File: config.mk
export PLATFORM = sky130hd
export DESIGN_NAME = hazard_controller_flat
export DESIGN_NICKNAME = d
export VERILOG_FILES = /design/src/rtl/hazard_controller_if.sv /design/src/rtl/hazard_controller.sv /design/src/flat_wrapper.sv
export SDC_FILE = /design/constraint.sdc
export NUM_CORES = 1
export LEC_CHECK = 0
export CAP_MARGIN = 20
export CORE_UTILIZATION = 40
export DETAILED_ROUTE_END_ITERATION = 8
export PLACE_DENSITY = 0.85
export SETUP_SLACK_MARGIN = 0.4
export SLEW_MARGIN = 40
export SYNTH_ARGS = -nofsm -noshare
export SYNTH_HDL_FRONTEND = slang
export SYNTH_SLANG_ARGS = --single-unit
File: constraint.sdc
create_clock -name i_clk -period 3.05 [get_ports i_clk]
set_input_delay 0.305 -clock i_clk [delete_from_list [all_inputs] [get_ports i_clk]]
set_output_delay 0.305 -clock i_clk [all_outputs]
set_load 0.02 [all_outputs]
File: src/rtl/hazard_controller_if.sv
// Hazard controller bus: hazard sources from ID/EX/WB in, pipeline enables and flushes out.
// The i_step single-step input exists only when HAZARD_STEP_EN is defined.
interface hazard_controller_if #(
    parameter int unsigned REG_ADDRS_BITS = 5
);
    logic [REG_ADDRS_BITS-1:0] i_id_rs;
    logic [REG_ADDRS_BITS-1:0] i_id_rt;
    logic                      i_id_uses_rt;
    logic                      i_id_md_access;
    logic                      i_id_ex_MemRead;
    logic [REG_ADDRS_BITS-1:0] i_id_ex_rt;
    logic                      i_ex_md_start;
    logic                      i_ex_branch_taken;
    logic                      i_wb_halt;
`ifdef HAZARD_STEP_EN
    logic                      i_step;
`endif
    logic                      o_pc_write;
    logic                      o_if_id_write;
    logic                      o_if_id_flush;
    logic                      o_id_ex_flush;
    logic                      o_md_busy;
    logic                      o_halted;

    // Pipeline side: supplies hazard sources, consumes enables.
    modport master (
`ifdef HAZARD_STEP_EN
        output i_step,
`endif
        output i_id_rs, i_id_rt, i_id_uses_rt, i_id_md_access,
        output i_id_ex_MemRead, i_id_ex_rt, i_ex_md_start,
        output i_ex_branch_taken, i_wb_halt,
        input  o_pc_write, o_if_id_write, o_if_id_flush,
        input  o_id_ex_flush, o_md_busy, o_halted
    );

    // Controller side.
    modport slave (
`ifdef HAZARD_STEP_EN
        input  i_step,
`endif
        input  i_id_rs, i_id_rt, i_id_uses_rt, i_id_md_access,
        input  i_id_ex_MemRead, i_id_ex_rt, i_ex_md_start,
        input  i_ex_branch_taken, i_wb_halt,
        output o_pc_write, o_if_id_write, o_if_id_flush,
        output o_id_ex_flush, o_md_busy, o_halted
    );
endinterface

File: src/rtl/hazard_controller.sv
// Pipeline hazard controller: load-use / HI-LO occupancy stalls, branch flushes, sticky HALT.
// Optional HAZARD_STEP_EN adds single-step gating via i_step.
module hazard_controller #(
    parameter int unsigned REG_ADDRS_BITS = 5,
    parameter int unsigned MD_LATENCY     = 32,
    parameter int unsigned CNT_BITS       = 6
) (
    input logic                i_clk,
    input logic                i_rst_n,
    hazard_controller_if.slave bus
);
    typedef enum logic [1:0] {
        ST_RUN     = 2'd0,
        ST_MD_BUSY = 2'd1,
        ST_HALT    = 2'd2
    } state_t;

    // Issue cycle plus the terminal zero count are both part of the occupancy.
    localparam logic [CNT_BITS-1:0] MD_CNT_INIT = CNT_BITS'(MD_LATENCY - 2);

    state_t              state;
    state_t              state_nx;
    logic [CNT_BITS-1:0] md_cnt;
    logic [CNT_BITS-1:0] md_cnt_nx;
    logic                step_ok;
    logic                load_use;
    logic                md_stall;
    logic                pc_write_c;
    logic                if_id_write_c;
    logic                if_id_flush_c;
    logic                id_ex_flush_c;

`ifdef HAZARD_STEP_EN
    assign step_ok = bus.i_step;
`else
    assign step_ok = 1'b1;
`endif

    assign load_use = bus.i_id_ex_MemRead
                   && (bus.i_id_ex_rt != REG_ADDRS_BITS'(0))
                   && ((bus.i_id_ex_rt == bus.i_id_rs)
                       || (bus.i_id_uses_rt && (bus.i_id_ex_rt == bus.i_id_rt)));
    assign md_stall = (state == ST_MD_BUSY) && bus.i_id_md_access;

    // State and occupancy counter.
    always_ff @(posedge i_clk or negedge i_rst_n) begin
        if (!i_rst_n) begin
            state  <= ST_RUN;
            md_cnt <= '0;
        end else begin
            state  <= state_nx;
            md_cnt <= md_cnt_nx;
        end
    end

    // Next state; HALT request overrides everything and is sticky.
    always_comb begin
        state_nx  = state;
        md_cnt_nx = md_cnt;
        case (state)
            ST_RUN: begin
                if (step_ok && bus.i_ex_md_start) begin
                    state_nx  = ST_MD_BUSY;
                    md_cnt_nx = MD_CNT_INIT;
                end
            end
            ST_MD_BUSY: begin
                if (step_ok) begin
                    if (md_cnt == '0) begin
                        state_nx = ST_RUN;
                    end else begin
                        md_cnt_nx = md_cnt - CNT_BITS'(1);
                    end
                end
            end
            ST_HALT: begin
                state_nx = ST_HALT;
            end
            default: begin
                state_nx = ST_RUN;
            end
        endcase
        if (bus.i_wb_halt) begin
            state_nx = ST_HALT;
        end
    end

    // Same-cycle enables/flushes; a taken branch beats a stall.
    always_comb begin
        pc_write_c    = 1'b1;
        if_id_write_c = 1'b1;
        if_id_flush_c = 1'b0;
        id_ex_flush_c = 1'b0;
        if (state == ST_HALT) begin
            pc_write_c    = 1'b0;
            if_id_write_c = 1'b0;
        end else if (!step_ok) begin
            pc_write_c    = 1'b0;
            if_id_write_c = 1'b0;
        end else if (bus.i_ex_branch_taken) begin
            if_id_flush_c = 1'b1;
            id_ex_flush_c = 1'b1;
        end else if (load_use || md_stall) begin
            pc_write_c    = 1'b0;
            if_id_write_c = 1'b0;
            id_ex_flush_c = 1'b1;
        end
    end

    assign bus.o_pc_write    = pc_write_c;
    assign bus.o_if_id_write = if_id_write_c;
    assign bus.o_if_id_flush = if_id_flush_c;
    assign bus.o_id_ex_flush = id_ex_flush_c;
    assign bus.o_md_busy     = (state == ST_MD_BUSY);
    assign bus.o_halted      = (state == ST_HALT);

endmodule

File: src/flat_wrapper.sv
// flat-port wrapper written by rule: the top's interface ports become plain ports
module hazard_controller_flat 
#(
    parameter int unsigned REG_ADDRS_BITS = 5,
    parameter int unsigned MD_LATENCY     = 32,
    parameter int unsigned CNT_BITS       = 6
)
  (i_clk, i_rst_n, bus_i_id_rs, bus_i_id_rt, bus_i_id_uses_rt, bus_i_id_md_access, bus_i_id_ex_MemRead, bus_i_id_ex_rt, bus_i_ex_md_start, bus_i_ex_branch_taken, bus_i_wb_halt, bus_o_pc_write, bus_o_if_id_write, bus_o_if_id_flush, bus_o_id_ex_flush, bus_o_md_busy, bus_o_halted);
  hazard_controller_if #(.REG_ADDRS_BITS(REG_ADDRS_BITS)) bus_i ();
  input logic i_clk;
  input logic i_rst_n;
  input wire logic [$bits(bus_i.i_id_rs)-1:0] bus_i_id_rs;
  input wire logic [$bits(bus_i.i_id_rt)-1:0] bus_i_id_rt;
  input wire logic [$bits(bus_i.i_id_uses_rt)-1:0] bus_i_id_uses_rt;
  input wire logic [$bits(bus_i.i_id_md_access)-1:0] bus_i_id_md_access;
  input wire logic [$bits(bus_i.i_id_ex_MemRead)-1:0] bus_i_id_ex_MemRead;
  input wire logic [$bits(bus_i.i_id_ex_rt)-1:0] bus_i_id_ex_rt;
  input wire logic [$bits(bus_i.i_ex_md_start)-1:0] bus_i_ex_md_start;
  input wire logic [$bits(bus_i.i_ex_branch_taken)-1:0] bus_i_ex_branch_taken;
  input wire logic [$bits(bus_i.i_wb_halt)-1:0] bus_i_wb_halt;
  output wire logic [$bits(bus_i.o_pc_write)-1:0] bus_o_pc_write;
  output wire logic [$bits(bus_i.o_if_id_write)-1:0] bus_o_if_id_write;
  output wire logic [$bits(bus_i.o_if_id_flush)-1:0] bus_o_if_id_flush;
  output wire logic [$bits(bus_i.o_id_ex_flush)-1:0] bus_o_id_ex_flush;
  output wire logic [$bits(bus_i.o_md_busy)-1:0] bus_o_md_busy;
  output wire logic [$bits(bus_i.o_halted)-1:0] bus_o_halted;
  assign bus_i.i_id_rs = bus_i_id_rs;
  assign bus_i.i_id_rt = bus_i_id_rt;
  assign bus_i.i_id_uses_rt = bus_i_id_uses_rt;
  assign bus_i.i_id_md_access = bus_i_id_md_access;
  assign bus_i.i_id_ex_MemRead = bus_i_id_ex_MemRead;
  assign bus_i.i_id_ex_rt = bus_i_id_ex_rt;
  assign bus_i.i_ex_md_start = bus_i_ex_md_start;
  assign bus_i.i_ex_branch_taken = bus_i_ex_branch_taken;
  assign bus_i.i_wb_halt = bus_i_wb_halt;
  assign bus_o_pc_write = bus_i.o_pc_write;
  assign bus_o_if_id_write = bus_i.o_if_id_write;
  assign bus_o_if_id_flush = bus_i.o_if_id_flush;
  assign bus_o_id_ex_flush = bus_i.o_id_ex_flush;
  assign bus_o_md_busy = bus_i.o_md_busy;
  assign bus_o_halted = bus_i.o_halted;
  hazard_controller #(.REG_ADDRS_BITS(REG_ADDRS_BITS), .MD_LATENCY(MD_LATENCY), .CNT_BITS(CNT_BITS)) u_core (.i_clk(i_clk), .i_rst_n(i_rst_n), .bus(bus_i));
endmodule
## Word-level counts from Yosys, hierarchy flattened

Index checks and enable logic that the tools add are counted.
Widths: inputs -> output; s select.

| cells by class | value |
|---|---|
| $add $sub $neg | 1 |
| equal/unequal tests | 8 |
| muxes and demuxes | 15 |
| reductions and logical operators | 12 |

Operators by type and width:

| kind | count |
|---|---|
| $mux 6 | 2 |
| $pmux 6 s2 | 1 |
| $eq 5x5->1 | 2 |
| $mux 1 | 8 |
| $logic_not 6->1 | 1 |
| $mux 2 | 3 |
| $pmux 2 s3 | 1 |
| $sub 6x1->6 const B | 1 |
| $reduce_bool 5->1 | 1 |
| $logic_and 1x1->1 | 4 |
| $ne 2x2->1 const B | 2 |
| $ne 3x2->1 const B | 1 |
| $ne 3x3->1 const B | 1 |
| $reduce_and 3->1 | 1 |
| $eq 2x1->1 const B | 1 |
| $eq 2x2->1 const B | 1 |
| $logic_not 2->1 | 1 |
| $logic_or 1x1->1 | 2 |
| $reduce_and 2->1 | 1 |
| $reduce_bool 2->1 | 1 |

| storage, ports and cells | value |
|---|---|
| register bits after elaboration | 8 |
| output and inout bits | 6 |
| logic and storage cells | 38 |

## Longest topological paths before layout

| logic depth | value |
|---|---|
| depth in word-level cells | 8 |
| gate-level depth with buffers | 7 |

## Worst setup path before layout

Ideal clock, no wire load.

| path | value |
|---|---|
| path type | input -> output |
| from | input port bus_i_id_ex_rt[0] |
| to | output port bus_o_pc_write |
| arrival time | 1,563 ps |
| data required time | 2,745 ps |
| slack | 1,182 ps |
| cell stages on the path | 5 |
| cell sequence | or4_1 o21a_1 a22oi_2 o21a_1 buf_4 |

| between the ends | value |
|---|---|
| word-level cells in the longest chain between the ends | 8 |
| elaborated cells between the ends (all ways) | 11 |
| classes of those cells | eq/ne: 2; mux: 3; reduce/logical: 6 |

RTL lines:

| what | RTL line | text |
|---|---|---|
| start, declared | flat_wrapper.sv:17 | `input wire logic [$bits(bus_i.i_id_ex_rt)-1:0] bus_i_id_ex_rt;` |
| $eq 5x5->1 | hazard_controller.sv:42 | `\|\| (bus.i_id_uses_rt && (bus.i_id_ex_rt == bus.i_id_rt)));` |
| $logic_and 1x1->1 | hazard_controller.sv:42 |  |
| $logic_or 1x1->1 | hazard_controller.sv:42 |  |
| $logic_and 1x1->1 * | hazard_controller.sv:41 | `&& ((bus.i_id_ex_rt == bus.i_id_rs)` |
| $logic_or 1x1->1 * | hazard_controller.sv:103 | `end else if (load_use \|\| md_stall) begin` |
| $mux 1 * (3 in a row) | - |  |
| end, declared | flat_wrapper.sv:21 | `output wire logic [$bits(bus_i.o_pc_write)-1:0] bus_o_pc_write;` |

Mark *: on every way between the ends. The rest lies on a longest branch, timed or not.

## Worst setup path in the final report

| path | value |
|---|---|
| from | input port bus_i_id_ex_rt[0] |
| to | output port bus_o_id_ex_flush |

| between the ends | value |
|---|---|
| word-level cells in the longest chain between the ends | 8 |
| elaborated cells between the ends (all ways) | 11 |
| classes of those cells | eq/ne: 2; mux: 3; reduce/logical: 6 |

RTL lines:

| what | RTL line | text |
|---|---|---|
| $eq 5x5->1 | hazard_controller.sv:42 |  |
| $logic_and 1x1->1 | hazard_controller.sv:42 |  |
| $logic_or 1x1->1 | hazard_controller.sv:42 |  |
| $logic_and 1x1->1 * | hazard_controller.sv:41 |  |
| $logic_or 1x1->1 * | hazard_controller.sv:103 |  |
| $mux 1 * | hazard_controller.sv:103 |  |
| $mux 1 * | hazard_controller.sv:100 | `end else if (bus.i_ex_branch_taken) begin` |
| $mux 1 * | hazard_controller.sv:94 | `if (state == ST_HALT) begin` |
| end, declared | flat_wrapper.sv:24 | `output wire logic [$bits(bus_i.o_id_ex_flush)-1:0] bus_o_id_ex_flush;` |

Marked as above.

==> results_dict.tcl <==
set metrics [dict create \
    status "finished, final reports clean" \
    synth_area_per_cell_sq_um 8.85 \
    die_area_sq_um 1640 \
    tightestPinTransition_ns 0.356 \
    fin_util 0.675 \
    power_density_nw_per_um2 270 \
    drv_slew 0 \
    switching_share 0.231 \
    routed_wl_mm 1.35 \
    cts_sinks 8 \
    endpoint_kind "output pin" \
    path_class "input pin to output pin" \
    core_area_sq_um 1330 \
    cap_violations 0 \
    clock_power_share 0.349 \
    cpMostUsedCell "clkdlybuf4s50_1" \
    grt_pass1_wl_mm 2.03 \
    antenna_found_initial 0 \
    cts_max_level 1 \
    cts_made_buffers 3 \
    vias 559 \
    clock.fmax_ghz 0.398 \
    intPower_mw 0.187 \
    yosys-top-cells-area "dfrtp_1 (34%), xnor2_1 (16%), o211ai_1 (5.1%), nand2_1 (4.4%), xor2_1 (4.4%)" \
    portBuffers 28 \
    max_slew_margin 0.762 \
    finalCritPeriodShare 0.825 \
    fp-row-count 13 \
    worstSkewPairLatency_ns 0.26 \
    postCtsSetupRepairBufs 0 \
    wire_per_inst_microns 12.1 \
    grt-ovfl-total 0 \
    cts_buffer_depth 2 \
    power_frac_seq 0.437 \
    setup_viol 0 \
    dpl_cell_area_sq_um 881 \
    synth_edf_count 0 \
    fillerInstances 121 \
    finalSetupTns_ns 0 \
    switching_power_mw 0.0561 \
    start_kind "input pin" \
    ys_seq_area_frac 0.338 \
    cp_max_fo 3 \
    grt_pass1_vias 522 \
    hold_slack_ns 0.318 \
    die_w_microns 40.5 \
    rsz0062_at_grt "false" \
    ys_seq_elements 8 \
    antenna_cells 0 \
    clkTransAtPathRegs_ns 0.06 \
    crit_chain "clkdlybuf4s50_1 > or4_1 > o21a_1 > o211ai_1 > nand2_1 > clkdlybuf4s50_1" \
    power_frac_comb 0.215 \
    cts-root-buf "clkbuf_4" \
    synth_cells 67 \
    via_per_inst 5.04 \
    firstDrtPassIters 3 \
    grt_max_degree 9 \
    ant_nets 0 \
    clock_skew_ns 0.00119 \
    crit_path_top_delay_cell "or4_1" \
    drc 0 \
    ys.flop_type "dfrtp_1" \
    cts_resized 2 \
    ys_async_sr_fraction 1.00 \
    crit_required_ns 2.74 \
    die_y_microns 40.5 \
    synth_top_area_frac 0.338 \
    globalRouteTotalUtil 0.196 \
    hold_path.class "input pin to async pin" \
    p_leak_nw 0.398 \
    p_total_mw 0.243 \
    dp_hpwl_mm 1.12 \
    min_period_ns 2.51 \
    synth_cell_types 26 \
    syn_area_sq_um 593 \
    final_layout_size_suffix_gt1_frac 0.0625 \
    finalHoldViolations 0 \
    io_pins 29 \
    final_area_sq_um 901 \
    arrival_ns 2.21 \
    ir_worst_vdd_mv 0.230 \
    drt_iter0_markers 1 \
    yosys_warnings 0 \
    cts_tree "yes" \
    nNetsFinal 123 \
    postCtsHoldBufs 0 \
    synthToLayoutAreaGrowth_pct 51.9 \
    netlist.top_cell.by_area "dfrtp_1" \
    start_util 0.445 \
    slowest_delay_ns 0.54 \
    gp_congestion 0.859 \
    synth_fp_nets 92 \
]
worst paths after layout:
kind | depth (start not counted) | slack, ns | start | end
setup / recovery | 6 | 0.54 | bus_i_id_ex_rt[0] | bus_o_id_ex_flush
hold / removal | 1 | 0.32 | i_rst_n | u_core.md_cnt[2]
setup reg to reg | 6 | 1.51 | u_core.md_cnt[0] | u_core.md_cnt[0]
hold reg to reg | 2 | 0.54 | u_core.md_cnt[4] | u_core.md_cnt[4]
max in group asynchronous | 1 | 2.47 | i_rst_n | u_core.state[0]
min in group i_clk | 2 | 0.54 | u_core.md_cnt[4] | u_core.md_cnt[4]
kinds of logic after synthesis:
kind of cell	Yosys count	synth area share
adders and majority gates	2	0.0422
AOI/OAI and AO/OA	12	0.156
DFF	8	0.338
xor gates and xnor gates	14	0.207
muxes	1	0.0190
and+or+nand+nor	23	0.188
buffers and inverters	7	0.0506
sequential cells by signal, indices dropped and copies added, names as in the netlist:
register / count
u_core.md_cnt: 6
u_core.state: 2
final cells by class:
type,count,area [sq um],area share
clock buffers,3,22.5,0.0250
inverters,5,18.8,0.0208
multi-input cells,52,363,0.403
flip-flops and latches,8,200,0.222
well taps,15,18.8,0.0208
repair buffers,28,278,0.308
critical path: cells and delay by family:
kind                   cells  cell delay [ns]
AOI/OAI and AO/OA          2             0.29
buffers and inverters      2             0.99
and+or+nand+nor            2             0.62
per-layer routing:
layer,share of wire,track usage,wire [microns]
met1,0.43,0.223,585
met4,0.022,0.125,29
met5,0,0,0
met2,0.47,0.321,626
met3,0.078,0.0500,105
synth_stat cells (2+ instances only):
master,number
o21a_1,2
nand2b_1,2
inv_1,5
xor2_1,3
nand2_1,7
o211ai_1,4
xnor2_1,11
ha_1,2
and2_1,2
dfrtp_1,8
nor2_1,6
stage by stage:
step,worst slack (ns),cells
after global placement,0.363,108
after detailed placement,0.344,108
after floorplan,1.18,67
final,0.535,111
after CTS,0.535,111
after global routing,0.466,111
power groups by stage:
stage	sequential (mW)	combinational (mW)	clock (mW)
5_1_grt	0.106	0.0564	0.0940
2_1_floorplan	0.108	0.0159	0
6_report	0.106	0.0522	0.0848
4_1_cts	0.106	0.0529	0.0875
3_3_place_gp	0.108	0.0514	0
3_5_place_dp	0.108	0.0525	0
cells in the final DEF, fill, tap and decap left out, types with 3 or more instances in the layout:
cell type        instances
clkdlybuf4s50_1         26
xnor2_1                 11
dfrtp_1                  8
nand2_1                  7
nor2_1                   6
inv_1                    5
o211ai_1                 4
xor2_1                   3
clkbuf_4                 3
Power figures use the tool's default switching activity.
